[config.mk]
export PLATFORM = sky130hd
export DESIGN_NAME = mem_port_arbiter
export DESIGN_NICKNAME = d
export VERILOG_FILES = /design/src/rtl/mem_port_arbiter.sv
export SDC_FILE = /design/constraint.sdc
export NUM_CORES = 1
export LEC_CHECK = 0
export CAP_MARGIN = 40
export CORE_ASPECT_RATIO = 1.25
export CORE_MARGIN = 2
export CORE_UTILIZATION = 46
export CTS_CLUSTER_DIAMETER = 150
export DETAILED_ROUTE_END_ITERATION = 16
export PLACE_DENSITY = 0.87
export RECOVER_POWER = 50
export SLEW_MARGIN = 20
export SYNTH_ARGS = -nofsm -noshare
export SYNTH_HDL_FRONTEND = slang
export SYNTH_SLANG_ARGS = --single-unit
[constraint.sdc]
create_clock -name clk -period 4.1 [get_ports clk]
set_clock_uncertainty 0.15 [all_clocks]
set_input_delay 0.82 -clock clk [delete_from_list [all_inputs] [get_ports clk]]
set_output_delay 0.82 -clock clk [all_outputs]
set_load 0.01 [all_outputs]
[src/rtl/mem_port_arbiter.sv]
// Shares one single-ported memory between instruction fetch and load/store,
// sequencing each access over a req/ack handshake with MEM given priority.
module mem_port_arbiter #(
  parameter int unsigned XLEN        = 32,
  parameter int unsigned TIMEOUT_CYC = 255,
  parameter int unsigned CNT_W       = 8
) (
  input  logic            clk,
  input  logic            reset,
  input  logic            IReqF,
  input  logic [XLEN-1:0] PCF,
  input  logic            HoldF,
  input  logic            FlushD,
  input  logic            DReqM,
  input  logic            MemWriteM,
  input  logic [XLEN-1:0] AddrM,
  input  logic [XLEN-1:0] WriteDataM,
  output logic [XLEN-1:0] InstrF,
  output logic [XLEN-1:0] ReadDataM,
  output logic            StallIF,
  output logic            StallMem,
  output logic            MemReq,
  output logic            MemWe,
  output logic [XLEN-1:0] MemAddr,
  output logic [XLEN-1:0] MemWData,
  input  logic [XLEN-1:0] MemRData,
  input  logic            MemAck,
  output logic            BusErr
);

  localparam logic [CNT_W-1:0] TO_LIM = CNT_W'(TIMEOUT_CYC);
  localparam bit               TO_EN  = (TIMEOUT_CYC != 0);

  typedef enum logic [1:0] {IDLE, IBUSY, DBUSY} state_e;

  state_e            state_q;
  logic [CNT_W-1:0]  cnt_q, cnt_d;
  logic              drop_q, ivalid_q, dvalid_q;
  logic              req_q, we_q, berr_q;
  logic [XLEN-1:0]   instr_q, rdata_q, addr_q, wdata_q;
  logic              timeout_c, done_c;
  logic [XLEN-1:0]   resp_c;

  // Completion: real ack wins; otherwise a timeout completes with zero data.
  always_comb begin
    cnt_d     = cnt_q + CNT_W'(1);
    timeout_c = TO_EN && (cnt_d == TO_LIM) && !MemAck;
    done_c    = (state_q != IDLE) && (MemAck || timeout_c);
    resp_c    = MemAck ? MemRData : '0;
  end

  always_ff @(posedge clk) begin
    if (reset) begin
      state_q  <= IDLE;
      cnt_q    <= '0;
      drop_q   <= 1'b0;
      ivalid_q <= 1'b0;
      dvalid_q <= 1'b0;
      req_q    <= 1'b0;
      we_q     <= 1'b0;
      berr_q   <= 1'b0;
      instr_q  <= '0;
      rdata_q  <= '0;
      addr_q   <= '0;
      wdata_q  <= '0;
    end else begin
      berr_q   <= 1'b0;
      dvalid_q <= 1'b0;
      if (ivalid_q && (!HoldF || FlushD)) ivalid_q <= 1'b0;

      case (state_q)
        IDLE: begin
          if (DReqM && !dvalid_q) begin
            state_q <= DBUSY;
            req_q   <= 1'b1;
            we_q    <= MemWriteM;
            addr_q  <= AddrM;
            wdata_q <= WriteDataM;
            cnt_q   <= '0;
          end else if (IReqF && !ivalid_q && !FlushD) begin
            state_q <= IBUSY;
            req_q   <= 1'b1;
            we_q    <= 1'b0;
            addr_q  <= PCF;
            cnt_q   <= '0;
          end
        end
        IBUSY, DBUSY: begin
          if (done_c) begin
            state_q <= IDLE;
            req_q   <= 1'b0;
            we_q    <= 1'b0;
            cnt_q   <= '0;
            berr_q  <= timeout_c;
            if (state_q == DBUSY) begin
              if (!we_q) rdata_q <= resp_c;
              dvalid_q <= 1'b1;
            end else if (drop_q || FlushD) begin
              drop_q <= 1'b0;
            end else begin
              instr_q  <= resp_c;
              ivalid_q <= 1'b1;
            end
          end else begin
            cnt_q <= cnt_d;
            // A redirect while fetching makes the returning word wrong-path.
            if (state_q == IBUSY && FlushD) drop_q <= 1'b1;
          end
        end
        default: state_q <= IDLE;
      endcase
    end
  end

  assign InstrF    = instr_q;
  assign ReadDataM = rdata_q;
  assign StallIF   = IReqF & ~ivalid_q;
  assign StallMem  = DReqM & ~dvalid_q;
  assign MemReq    = req_q;
  assign MemWe     = we_q;
  assign MemAddr   = addr_q;
  assign MemWData  = wdata_q;
  assign BusErr    = berr_q;

endmodule

==> flow_metrics.py <==
metrics = {
    "status": {
        "status": "finished with violations",
        "violations": "capacitance limit, slew limit",
    },
    "worst_setup_path": {
        "arrival_ns": 3.45,
        "r2r_end": "InstrF[20]$_SDFFE_PP0P_",
        "crit_path_start": "DReqM",
        "crit_path_end_kind": "flop",
        "r2r_start": "cnt_q[1]$_SDFFE_PP0P_",
        "r2r_slack_ns": 1.01,
        "cpMaxStageDelayCell": "clkbuf_1",
        "crit_chain": "dlygate4sd3_1, nor2b_4, clkbuf_1, mux2i_1, a211oi_1",
        "reg2reg_depth": 7,
        "worstPathRequired_ns": 4.28,
        "slowest_delay_ns": 1.20,
        "crit_path_max_fanout": 24,
        "path_class": "in2reg",
        "startpoint_type": "primary input",
    },
    "synth": {
        "synth.top_cells.by_count": "dfxtp_1, nand2_1, a21oi_1",
        "synth_top_area_share_pct": 46.95,
        "synth-seq-cells": 144,
        "yosysMostFrequentCell": "dfxtp_1",
        "syn-num-nets": 825,
        "ys_seq_area_share_pct": 46.95,
        "netlist_area_um2": 6140,
        "synth_edf_count": 0,
        "ys_types": 46,
        "avgSynthCellArea_um2": 8.989,
        "synth-main-ff-cell": "dfxtp_1",
        "synth.largest_area_cell": "dfxtp_1",
        "yosys_warnings": 0,
        "synth-async-reset-ratio_pct": 0,
        "synth_cells": 683,
        "yosys-top-cells-area": "dfxtp_1, mux2i_1, nand2_1",
    },
    "power_and_ir_drop": {
        "p_per_area_nw_per_um2": 401.2,
        "ir_drop_uv": 226.3,
        "p_leak_nw": 3.936,
    },
    "clock_network": {
        "post_cts_resized": 0,
        "clkTransAtPathRegs_ns": 0.06,
        "cts_hold_buf": 0,
        "cts_setup_buffers": 0,
        "insertion_delay_ns": 0.41,
        "h-tree-depth": 4,
        "numCtsBuffers": 17,
        "root_buffer": "clkbuf_16",
        "cts_buffer_depth": 2,
        "clock_sinks": 144,
        "cts_tree": "done",
    },
    "global_route": {
        "grt_pass1_wl_mm": 28.73,
        "grt_usage_pct": 24.95,
        "grt_overflow_total": 0,
        "grt_max_degree": 65,
        "antenna_found_initial": 0,
        "grt_pass1_vias": 5793,
    },
    "routing": {
        "vias": 5906,
        "drcViolationCount": 0,
        "drt-total-wl_mm": 17.85,
        "ant_nets": 0,
        "detailedRoute.firstPassIterationCount": 5,
        "wl_per_cell_um": 16.13,
        "drt-vias-per-instance": 5.335,
        "drtIter0Drc": 384,
    },
    "sta": {
        "hold_violations": 0,
        "maxSlewHeadroom_pct": -7.052,
        "setup_slack_ns": 0.8269,
        "tightest_slew_ns": 1.606,
        "rsz0062_at_grt": "false",
        "period_needed_ns": 3.273,
        "report.final.slew_viol_count": 25,
        "setup-violations-final": 0,
        "period_share_pct": 79.83,
        "finalSetupTns_ns": 0,
        "max_freq_mhz": 305.5,
    },
    "job": {
        "maxCapViolations": 1,
    },
    "floorplan": {
        "fp-row-count": 47,
        "die_h_um": 133.2,
        "die_x_um": 107.3,
        "start_util_pct": 46.82,
        "pin_count": 269,
        "die_area_um2": 14290,
        "core_region_area_um2": 13110,
    },
    "layout": {
        "fin_nets": 1065,
        "antenna-diode-count": 0,
        "drive_gt1_share_pct": 6.090,
        "area_growth_pct": 54.84,
    },
    "place": {
        "hpwl_mm": 12.52,
        "numPortBuffers": 268,
        "pre_cts_ws_ns": 0.6844,
        "gp_congestion": 0.8093,
    },
    "hold_path": {
        "hold_path_class": "reg2reg",
        "hold_depth": 2,
        "min_from": "MemWData[22]$_SDFFE_PP0P_",
        "worstHoldEndpoint": "MemWData[22]$_SDFFE_PP0P_",
    },
}
==> flip-flops by register name, summed over array words and instances, names as in the netlist <==
name       cells
BusErr         1
InstrF        32
MemAddr       32
MemReq         1
MemWData      32
MemWe          1
ReadDataM     32
cnt_q          8
drop_q         1
dvalid_q       1
ivalid_q       1
state_q        2
==> logic make-up after synthesis <==
group,share of synthesized area (%)
fa+ha+maj,1.223
simple gates,16.63
xor+xnor,1.141
compound gates,18.32
buf+inv,5.299
mux,10.43
flops,46.95
==> worst max-delay path: cells and delay by family <==
family          cells  cell delay (ns)
compound gates      1             0.29
mux                 1             0.28
buf+inv             2             1.73
simple gates        1             0.31
==> through the flow <==
stage	instances	power, mW	hold WS [ns]	cell area (um^2)	utilization, %
floorplan	683	1.905	0.3178	6140	-
global placement	1073	2.290	0.2909	8864	67.59
detailed placement	1075	2.316	0.2962	8911	67.95
CTS	1107	3.875	0.3040	9514	72.55
global route	1107	3.979	0.3160	9507	72.49
finish	1107	3.814	0.2992	9507	72.49
==> cell usage in the layout, fill, tap and decap left out, drive strengths merged, types with 3 or more instances in the layout <==
master	instances
o211ai	3
clkbuf	21
dfxtp	144
dlygate4sd3	124
buf	12
and2	3
clkdlybuf4s50	143
a211oi	41
xor2	4
a311oi	33
clkinv	5
nand2b	34
xnor2	4
inv	11
a31oi	3
nand2	131
o21ai	8
a21oi	71
ha	6
nand4	3
mux2i	64
nor2	36
==> area by class of cell <==
| cell class | count | area [um^2] |
|---|---|---|
| Fill cell | 958 | 3607 |
| Multi-Input combinational cell | 472 | 2953 |
| Sequential cell | 144 | 2883 |
| Timing Repair Buffer | 281 | 2828 |
| Clock buffer | 19 | 452.9 |
| Tap cell | 171 | 214.0 |
| Clock inverter | 13 | 150.1 |
| Inverter | 7 | 26.28 |
==> layer usage <==
layer | routed length (um) | up-vias | GRT usage [%]
met4 | 320 | 0 | 7.550
met2 | 8926 | 248 | 42.97
li1 | - | 2903 | -
met5 | 0 | - | 0
met1 | 7105 | 2735 | 29.02
met3 | 1501 | 20 | 8.806
==> power by group <==
| group | switching [mW] | internal, mW |
|---|---|---|
| Sequential | 0.0514 | 1.49 |
| Clock | 0.620 | 0.939 |
| Combinational | 0.354 | 0.357 |
| Total | 1.03 | 2.79 |
==> how the worst max path moves through the flow <==
stage | depth (start not counted) | slack [ns] | endpoint
2_1_floorplan | 3 | 1.42 | StallMem
3_3_place_gp | 6 | 0.75 | InstrF[16]$_SDFFE_PP0P_
3_5_place_dp | 6 | 0.68 | InstrF[17]$_SDFFE_PP0P_
4_1_cts | 3 | 0.91 | StallMem
5_1_grt | 5 | 0.61 | MemAddr[19]$_SDFFE_PP0P_
6_report | 5 | 0.83 | MemAddr[19]$_SDFFE_PP0P_
Power figures use the tool's default switching activity.
